--- src/rtl/exc_ctrl.sv ---
// Exception/interrupt sequencer between MEM and CP0: arbitrates one event per
// decision, strobes the CP0 commit, flushes the front end, then redirects the PC.
module exc_ctrl #(
  parameter logic [31:0] EXC_VECTOR   = 32'hbfc00380,
  parameter int unsigned FLUSH_CYCLES = 2
) (
  input  logic        clk,
  input  logic        rst,
  input  logic        mem_valid,
  input  logic [31:0] mem_pc,
  input  logic        mem_bd,
  input  logic [6:0]  mem_exc,
  input  logic [31:0] mem_fetch_va,
  input  logic [31:0] mem_data_va,
  input  logic        mem_eret,
  input  logic [31:0] status_value,
  input  logic [31:0] cause_value,
  input  logic [31:0] epc_value,
  output logic        trap,
  output logic        eret,
  output logic [4:0]  excode,
  output logic        exc_bd,
  output logic [31:0] exc_epc,
  output logic        badvaddr_wen,
  output logic [31:0] badvaddr,
  output logic        flush,
  output logic        redirect_valid,
  output logic [31:0] redirect_pc,
  output logic        busy
);
  typedef enum logic [1:0] {S_IDLE, S_FLUSH, S_REDIRECT} state_t;

  state_t      r_state, w_state_nxt;
  logic [3:0]  r_cnt, w_cnt_nxt;
  logic [31:0] r_target, w_target_nxt;
  logic        r_trap, w_trap_nxt;
  logic        r_eret, w_eret_nxt;
  logic [4:0]  r_excode, w_excode_nxt;
  logic        r_bd, w_bd_nxt;
  logic [31:0] r_epc, w_epc_nxt;
  logic        r_bwen, w_bwen_nxt;
  logic [31:0] r_bva, w_bva_nxt;
  logic        r_flush, w_flush_nxt;
  logic        r_rv, w_rv_nxt;
  logic [31:0] r_rpc, w_rpc_nxt;
  logic        r_busy, w_busy_nxt;

  logic        w_int_pend;
  logic        w_exc_any;
  logic        w_fetch_err;
  logic [4:0]  w_code;
  logic        w_unused;

  assign w_int_pend = status_value[0] & ~status_value[1] &
                      (|(cause_value[15:8] & status_value[15:8]));
  assign w_unused   = ^{status_value[31:16], status_value[7:2],
                        cause_value[31:16], cause_value[7:0]};

  // Fixed-priority pick; interrupt outranks every synchronous exception.
  always_comb begin
    w_exc_any   = 1'b1;
    w_fetch_err = 1'b0;
    w_code      = 5'd0;
    if (w_int_pend)      w_code = 5'd0;
    else if (mem_exc[0]) begin w_code = 5'd4; w_fetch_err = 1'b1; end
    else if (mem_exc[1]) w_code = 5'd10;
    else if (mem_exc[2]) w_code = 5'd12;
    else if (mem_exc[3]) w_code = 5'd8;
    else if (mem_exc[4]) w_code = 5'd9;
    else if (mem_exc[5]) w_code = 5'd4;
    else if (mem_exc[6]) w_code = 5'd5;
    else                 w_exc_any = 1'b0;
  end

  always_comb begin
    w_state_nxt  = r_state;
    w_cnt_nxt    = r_cnt;
    w_target_nxt = r_target;
    w_trap_nxt   = 1'b0;
    w_eret_nxt   = 1'b0;
    w_excode_nxt = r_excode;
    w_bd_nxt     = r_bd;
    w_epc_nxt    = r_epc;
    w_bwen_nxt   = 1'b0;
    w_bva_nxt    = r_bva;
    w_flush_nxt  = 1'b0;
    w_rv_nxt     = 1'b0;
    w_rpc_nxt    = r_rpc;
    w_busy_nxt   = 1'b0;
    case (r_state)
      S_IDLE: begin
        if (mem_valid && (w_exc_any || mem_eret)) begin
          w_state_nxt = S_FLUSH;
          w_cnt_nxt   = 4'(FLUSH_CYCLES - 1);
          w_flush_nxt = 1'b1;
          w_busy_nxt  = 1'b1;
          if (w_exc_any) begin
            w_trap_nxt   = 1'b1;
            w_excode_nxt = w_code;
            w_bd_nxt     = mem_bd;
            w_epc_nxt    = mem_bd ? (mem_pc - 32'd4) : mem_pc;
            w_bwen_nxt   = (w_code == 5'd4) || (w_code == 5'd5);
            w_bva_nxt    = w_fetch_err ? mem_fetch_va : mem_data_va;
            w_target_nxt = EXC_VECTOR;
          end else begin
            w_eret_nxt   = 1'b1;
            w_target_nxt = epc_value;
          end
        end
      end
      S_FLUSH: begin
        w_flush_nxt = 1'b1;
        w_busy_nxt  = 1'b1;
        if (r_cnt == 4'd0) begin
          w_state_nxt = S_REDIRECT;
          w_rv_nxt    = 1'b1;
          w_rpc_nxt   = r_target;
        end else begin
          w_cnt_nxt = r_cnt - 4'd1;
        end
      end
      S_REDIRECT: w_state_nxt = S_IDLE;
      default:    w_state_nxt = S_IDLE;
    endcase
  end

  always_ff @(posedge clk) begin
    if (rst) begin
      r_state  <= S_IDLE;
      r_cnt    <= '0;
      r_target <= '0;
      r_trap   <= 1'b0;
      r_eret   <= 1'b0;
      r_excode <= '0;
      r_bd     <= 1'b0;
      r_epc    <= '0;
      r_bwen   <= 1'b0;
      r_bva    <= '0;
      r_flush  <= 1'b0;
      r_rv     <= 1'b0;
      r_rpc    <= '0;
      r_busy   <= 1'b0;
    end else begin
      r_state  <= w_state_nxt;
      r_cnt    <= w_cnt_nxt;
      r_target <= w_target_nxt;
      r_trap   <= w_trap_nxt;
      r_eret   <= w_eret_nxt;
      r_excode <= w_excode_nxt;
      r_bd     <= w_bd_nxt;
      r_epc    <= w_epc_nxt;
      r_bwen   <= w_bwen_nxt;
      r_bva    <= w_bva_nxt;
      r_flush  <= w_flush_nxt;
      r_rv     <= w_rv_nxt;
      r_rpc    <= w_rpc_nxt;
      r_busy   <= w_busy_nxt;
    end
  end

  assign trap           = r_trap;
  assign eret           = r_eret;
  assign excode         = r_excode;
  assign exc_bd         = r_bd;
  assign exc_epc        = r_epc;
  assign badvaddr_wen   = r_bwen;
  assign badvaddr       = r_bva;
  assign flush          = r_flush;
  assign redirect_valid = r_rv;
  assign redirect_pc    = r_rpc;
  assign busy           = r_busy;
endmodule

--- config.mk ---
export PLATFORM = sky130hd
export DESIGN_NAME = exc_ctrl
export DESIGN_NICKNAME = d
export VERILOG_FILES = /design/src/rtl/exc_ctrl.sv
export SDC_FILE = /design/constraint.sdc
export NUM_CORES = 1
export LEC_CHECK = 0
export ABC_AREA = 1
export CORE_MARGIN = 3
export CORE_UTILIZATION = 44
export DETAILED_ROUTE_END_ITERATION = 16
export GPL_TIMING_DRIVEN = 0
export HOLD_SLACK_MARGIN = 0.06
export PLACE_DENSITY = 0.86
export SETUP_SLACK_MARGIN = 0.3
export SLEW_MARGIN = 5
export SYNTH_ARGS = -nofsm -noshare
export SYNTH_HDL_FRONTEND = slang
export SYNTH_SLANG_ARGS = --single-unit
--- constraint.sdc ---
create_clock -name clk -period 2.5 [get_ports clk]
set_input_delay 0.5 -clock clk [delete_from_list [all_inputs] [get_ports clk]]
set_output_delay 0.5 -clock clk [all_outputs]
set_load 0.02 [all_outputs]
==> flow_metrics.py, run 1 <==
metrics = {
    "run_status": {
        "status": "finished, final reports clean",
    },
    "power": {
        "switchingPower_mw": 2.16,
        "vdd_drop_max_v": 0.000501,
        "pwr-share-seq_pct": 37.3,
        "switching_share_pct": 30.5,
        "p_leak_nw": 4.38,
        "cellPowerDensity_nw_per_um2": 707,
        "p_int_mw": 4.94,
        "combinationalPowerShare_pct": 24.7,
        "clkPwrFrac_pct": 38.0,
    },
    "timing": {
        "final-max-slew-violation-count": 0,
        "worst_pin_slew_ns": 0.543,
        "fin_skew_ns": 0.0114,
        "maxSlewHeadroom_pct": 63.8,
        "hold_violations": 0,
        "rsz0062_at_grt": "yes",
        "setup_tns_ns": 0,
        "timing.final.crit_share_pct": 83.6,
        "setup_viol_count_final": 0,
        "fmax_ghz": 0.478,
        "fin_crit_ns": 2.09,
    },
    "synth": {
        "ys_ff_latch": 144,
        "synth.most_common_cell": "nand2_1",
        "yosys-top-cells-area": "dfxtp_1 (44%), nand2_1 (15%), nor2_1 (7.3%), o21ai_0 (6.7%), a21oi_1 (5.1%)",
        "netlist_instances": 953,
        "syn_avg_cell_area_um2": 6.87,
        "synth_fp_nets": 1160,
        "netlist_top_cells_count": "nand2_1 (263), dfxtp_1 (144), nor2_1 (128)",
        "synthFlopType": "dfxtp_1",
        "async_reset_ff_share_pct": 0,
        "synth_top_area_share_pct": 44.0,
        "synth_enable_flop_cells": 0,
        "synth.distinct_cells": 33,
        "yosys.area.top_type": "dfxtp_1",
        "seq_area_frac_synth_pct": 44.0,
        "syn_area_um2": 6550,
        "ys_warn_count": 0,
    },
    "die": {
        "dieArea_um2": 16400,
        "start_util_pct": 46.1,
        "core_area_um2": 14200,
        "ios": 312,
        "die_y_um": 128,
        "rows": 43,
        "dieWidth_um": 128,
    },
    "global_route": {
        "antenna_found_initial": 0,
        "grt_pass1_vias": 7046,
        "grt_max_degree": 17,
        "grt_pass1_wl_um": 33700,
        "track_usage_pct": 25.8,
        "grt_overflow": 0,
    },
    "cts": {
        "numClockSinks": 144,
        "htree_levels": 4,
        "clkTransAtPathRegs_ns": 0.06,
        "cts_tree": "done",
        "numCtsBuffers": 17,
        "clock_latency_ns": 0.43,
        "cts-root-buf": "clkbuf_16",
        "postCtsHoldBufs": 0,
        "cts_max_path_buffers": 2,
    },
    "layout": {
        "drive_above_1_share_pct": 6.57,
        "num_antenna_cells": 0,
        "fillCellCount": 1129,
        "fin_cells": 1428,
        "area_growth_syn_to_layout_pct": 53.3,
        "fin_nets": 1442,
    },
    "placed_design": {
        "port_buffers": 263,
        "post-dp-hpwl_um": 16100,
        "dp.cells": 1396,
        "gp_congestion": 0.902,
    },
    "worst_setup_path": {
        "crit_arrival_ns": 2.42,
        "startpoint_type": "input pin",
        "crit_required_ns": 2.83,
        "crit_path_end_kind": "flip-flop",
        "crit_type": "in2reg",
        "worst-path-max-fanout": 6,
    },
    "route": {
        "via_per_inst": 5.04,
        "vias": 7195,
        "routedWlPerCell_um": 15.0,
        "drt_wl_total_um": 21500,
        "dr.pass1.iters": 5,
        "drc_errors": 0,
        "drtIter0Drc": 527,
        "ant_nets": 0,
    },
    "job": {
        "cap_violations": 0,
    },
    "worst_hold_path": {
        "hp-class": "reg2reg",
    },
}
==> routing by layer <==
| layer | track usage (%) | share of wire (%) | wire length, µm |
|---|---|---|---|
| met3 | 9.42 | 9.5 | 2040 |
| met1 | 28.6 | 38 | 8250 |
| met4 | 9.61 | 2.9 | 618 |
| met2 | 45.2 | 49 | 10500 |
| met5 | 0 | 0 | 0 |
==> power by group through the flow <==
| stage | Clock (mW) | Combinational (mW) | Sequential [mW] |
|---|---|---|---|
| CTS | 2.73 | 1.76 | 2.65 |
| global placement | 0 | 1.72 | 2.69 |
| detailed placement | 0 | 1.74 | 2.69 |
| global route | 2.84 | 1.91 | 2.67 |
| finish | 2.70 | 1.75 | 2.65 |
| floorplan | 0 | 0.645 | 2.92 |
==> placed cells by master, fill, tap and decap left out, drive strengths merged, types with 12 or more instances in the layout <==
master         netlist  routed
nand3               55      55
inv                 86      94
clkbuf              27      44
a21oi               67      67
clkdlybuf4s50        0     263
buf                 26      26
xor2                13      13
nor2               138     138
dfxtp              144     144
o21ai               90      90
nand2              267     267
nand4               12      12
==> per-stage QoR <==
| stage | hold WS [ns] | setup slack [ns] | utilization [%] | area, µm² | total power [mW] |
|---|---|---|---|---|---|
| CTS | 0.454 | 0.367 | 70.6 | 10000 | 7.14 |
| finish | 0.456 | 0.410 | 70.7 | 10000 | 7.10 |
| global placement | 0.437 | -0.0823 | 66.2 | 9410 | 4.40 |
| detailed placement | 0.445 | -0.0685 | 66.2 | 9410 | 4.43 |
| global route | 0.482 | 0.276 | 70.7 | 10000 | 7.42 |
| floorplan | 0.429 | 0.750 | - | 6550 | 3.56 |
==> sequential cells by signal, summed over array words and instances, names as in the netlist <==
| register | cells |
|---|---|
| r_cnt | 4 |
| redirect_valid | 1 |
| excode | 4 |
| trap | 1 |
| redirect_pc | 32 |
| busy | 1 |
| exc_bd | 1 |
| eret | 1 |
| exc_epc | 32 |
| r_target | 32 |
| badvaddr_wen | 1 |
| badvaddr | 32 |
| r_state | 2 |
==> path summary, 6_finish.rpt <==
check	start	to	slack, ns	depth (start not counted)
max reg2reg	r_cnt[0]	redirect_pc[25]	0.73	8
max	mem_pc[2]	exc_epc[22]	0.41	12
min	r_target[24]	redirect_pc[24]	0.46	2
min reg2reg	r_target[24]	redirect_pc[24]	0.46	2
==> cell type report <==
cell class,count,area [µm²],share of cell area [%]
flip-flops and latches,144,2880,28.7
clock buffers,17,425,4.24
well taps,180,225,2.24
plain buffers,53,272,2.70
clock inverters,15,199,1.98
multi-input cells,670,3080,30.7
inverters,86,323,3.22
repair buffers,263,2630,26.2
==> critical path, cell delays in order <==
cell and delay, ns:
clkdlybuf4s50_1 0.47, inv_1 0.14, ha_1 0.15, nand2_1 0.10, nor2_2 0.14, nand4_1 0.24, nor2_4 0.27, nand2_1 0.09
xor2_1 0.16, nand2_1 0.07, nand2_1 0.06, inv_1 0.03
==> logic make-up after synthesis <==
| logic type | share of synthesized area (%) |
|---|---|
| fa+ha+maj | 0.573 |
| compound gates | 13.2 |
| simple gates | 30.4 |
| xor+xnor | 2.68 |
| other cells | 0.0573 |
| buf+inv | 9.08 |
| flops | 44.0 |
==> what timing repair did <==
| item | 4_1_cts | 5_1_grt |
|---|---|---|
| gates resized for setup | 0 | 2 |
| buffers inserted | 0 | 0 |
| setup endpoints to repair | 0 | 4 |
Power figures use the tool's default switching activity.
==> run 2: changes to the inputs <==
--- a/config.mk
+++ b/config.mk
@@ -7,11 +7,11 @@
 export LEC_CHECK = 0
 export ABC_AREA = 1
 export CORE_MARGIN = 3
-export CORE_UTILIZATION = 44
+export CORE_UTILIZATION = 37
 export DETAILED_ROUTE_END_ITERATION = 16
 export GPL_TIMING_DRIVEN = 0
 export HOLD_SLACK_MARGIN = 0.06
-export PLACE_DENSITY = 0.86
+export PLACE_DENSITY = 0.77
 export SETUP_SLACK_MARGIN = 0.3
 export SLEW_MARGIN = 5
 export SYNTH_ARGS = -nofsm -noshare
==> constraint.sdc (replaced) <==
create_clock -name clk -period 1.85 [get_ports clk]
set_input_delay 0.37 -clock clk [delete_from_list [all_inputs] [get_ports clk]]
set_output_delay 0.37 -clock clk [all_outputs]
set_load 0.02 [all_outputs]
==> run 2 against run 1 <==
Net effect:
- cell count rose by 6.4%
- global-route usage fell by 2.7 points
- count of clock-buffer cells in the layout rose by 4
- largest power group is now registers
- highest routed layer unchanged
==> flow_metrics.py, run 2 (synthesis gave the netlist of run 1 again) <==
metrics = {
    "global_route": {
        "grt_pass1_wl_um": 36200,
        "grt_max_degree": 17,
        "antenna_found_initial": 0,
        "grt_pass1_vias": 7294,
        "track_usage_pct": 23.1,
        "grt_overflow": 0,
    },
    "die": {
        "die_y_um": 139,
        "core_area_um2": 17300,
        "start_util_pct": 37.9,
        "ios": 312,
        "dieWidth_um": 139,
        "dieArea_um2": 19300,
        "rows": 48,
    },
    "layout": {
        "num_antenna_cells": 0,
        "fin_nets": 1490,
        "layout_common_cells": "nand2_1 (251), dfxtp_1 (142), clkdlybuf4s50_1 (111), dlygate4sd2_1 (106), nor2_1 (99)",
        "final_area_um2": 10800,
        "drive_above_1_share_pct": 17.4,
        "fin_cells": 1520,
        "area_growth_syn_to_layout_pct": 64.6,
        "final_common_cell": "nand2_1",
    },
    "power": {
        "p_leak_nw": 5.33,
        "cellPowerDensity_nw_per_um2": 873,
        "vdd_drop_max_v": 0.000595,
        "p_total_mw": 9.41,
    },
    "route": {
        "highest_layer": "met4",
        "drt_wl_total_um": 23100,
        "vias": 7366,
        "ant_nets": 0,
        "dr.pass1.iters": 6,
        "via_per_inst": 4.85,
        "drc_errors": 0,
        "drtIter0Drc": 478,
        "drt-met1-wl_um": 9050,
        "routedWlPerCell_um": 15.2,
        "wl_met2_um": 11200,
        "wl_met3_um": 2070,
    },
    "worst_setup_path": {
        "crit_path_end_kind": "flip-flop",
        "crit_required_ns": 2.20,
        "crit_type": "in2reg",
        "worst-path-max-fanout": 5,
        "ff2ff_path_depth": 12,
        "crit_arrival_ns": 1.93,
        "startpoint_type": "input pin",
    },
    "timing": {
        "fmax_ghz": 0.632,
        "timing.final.crit_share_pct": 85.5,
        "worst_pin_slew_ns": 0.530,
        "setup_viol_count_final": 0,
        "rsz0062_at_grt": "yes",
        "maxSlewHeadroom_pct": 64.6,
        "fin_crit_ns": 1.58,
        "fin_skew_ns": 0.0104,
        "final-max-slew-violation-count": 0,
        "hold_violations": 0,
        "whs_ns": 0.277,
    },
    "worst_hold_path": {
        "min_delay_path_depth": 3,
        "hp-class": "in2reg",
    },
    "cts": {
        "htree_levels": 4,
        "clock_latency_ns": 0.41,
        "cts_max_path_buffers": 2,
        "numCtsBuffers": 17,
        "numClockSinks": 144,
        "cts-root-buf": "clkbuf_16",
        "postCtsHoldBufs": 0,
        "cts_tree": "done",
        "clkTransAtPathRegs_ns": 0.06,
    },
    "placed_design": {
        "place_area_um2": 9490,
        "dp.cells": 1441,
        "gp_congestion": 0.915,
        "post-dp-hpwl_um": 16900,
        "port_buffers": 263,
    },
    "run_status": {
        "status": "finished, final reports clean",
    },
    "job": {
        "cap_violations": 0,
    },
}
## run 2: per-stage QoR
stage | TNS (ns) | worst slack, ns | util [%]
floorplan | 0 | 0.302 | -
global placement | -54.74 | -0.535 | 54.9
detailed placement | -55.25 | -0.545 | 54.9
CTS | 0 | 0.255 | 60.9
global route | 0 | 0.241 | 62.3
finish | 0 | 0.268 | 62.3
## run 2: power by group
part / internal (mW) / switching (mW)
registers: 3.42 / 0.155
clock network: 1.94 / 1.38
logic: 1.12 / 1.40
## run 2: worst paths after layout
check                     from              end  slack [ns]
hold reg to reg   r_target[27]  redirect_pc[27]        0.45
hold / removal      mem_exc[1]        excode[1]        0.28
setup / recovery    mem_pc[17]      exc_epc[28]        0.27
setup reg to reg    r_state[1]      exc_epc[22]        0.33
## run 2: worst max-delay path, stage by stage
cell             delay [ns]
clkdlybuf4s50_1        0.51
nor2_1                 0.21
inv_1                  0.06
nor2_1                 0.18
nand3_4                0.15
o21bai_1               0.21
nand2_1                0.10
a21oi_2                0.13
## run 2: timing repair
item                                   in CTS  in global routing
resized for setup                         235                144
setup endpoints to repair                 250                147
buffers inserted                           38                  6
pin swaps                                  37                 45
endpoints found under the hold margin       0                  0
cloned                                      4                  0
## run 2: cell type report
class,count,area (µm²)
timing repair buffer,311,2940
clock buffer,21,460
inverter,86,340
clock inverter,10,103
tap,225,282
sequential,144,2890
fill,1572,6520
multi-input combinational,670,3350
buffer,53,414
## run 2: metal layers
layer | up-vias | track usage [%]
li1 | 3681 | -
met1 | 3353 | 26.2
met2 | 287 | 39.6
met3 | 45 | 7.83
met4 | 0 | 9.63
met5 | - | 0
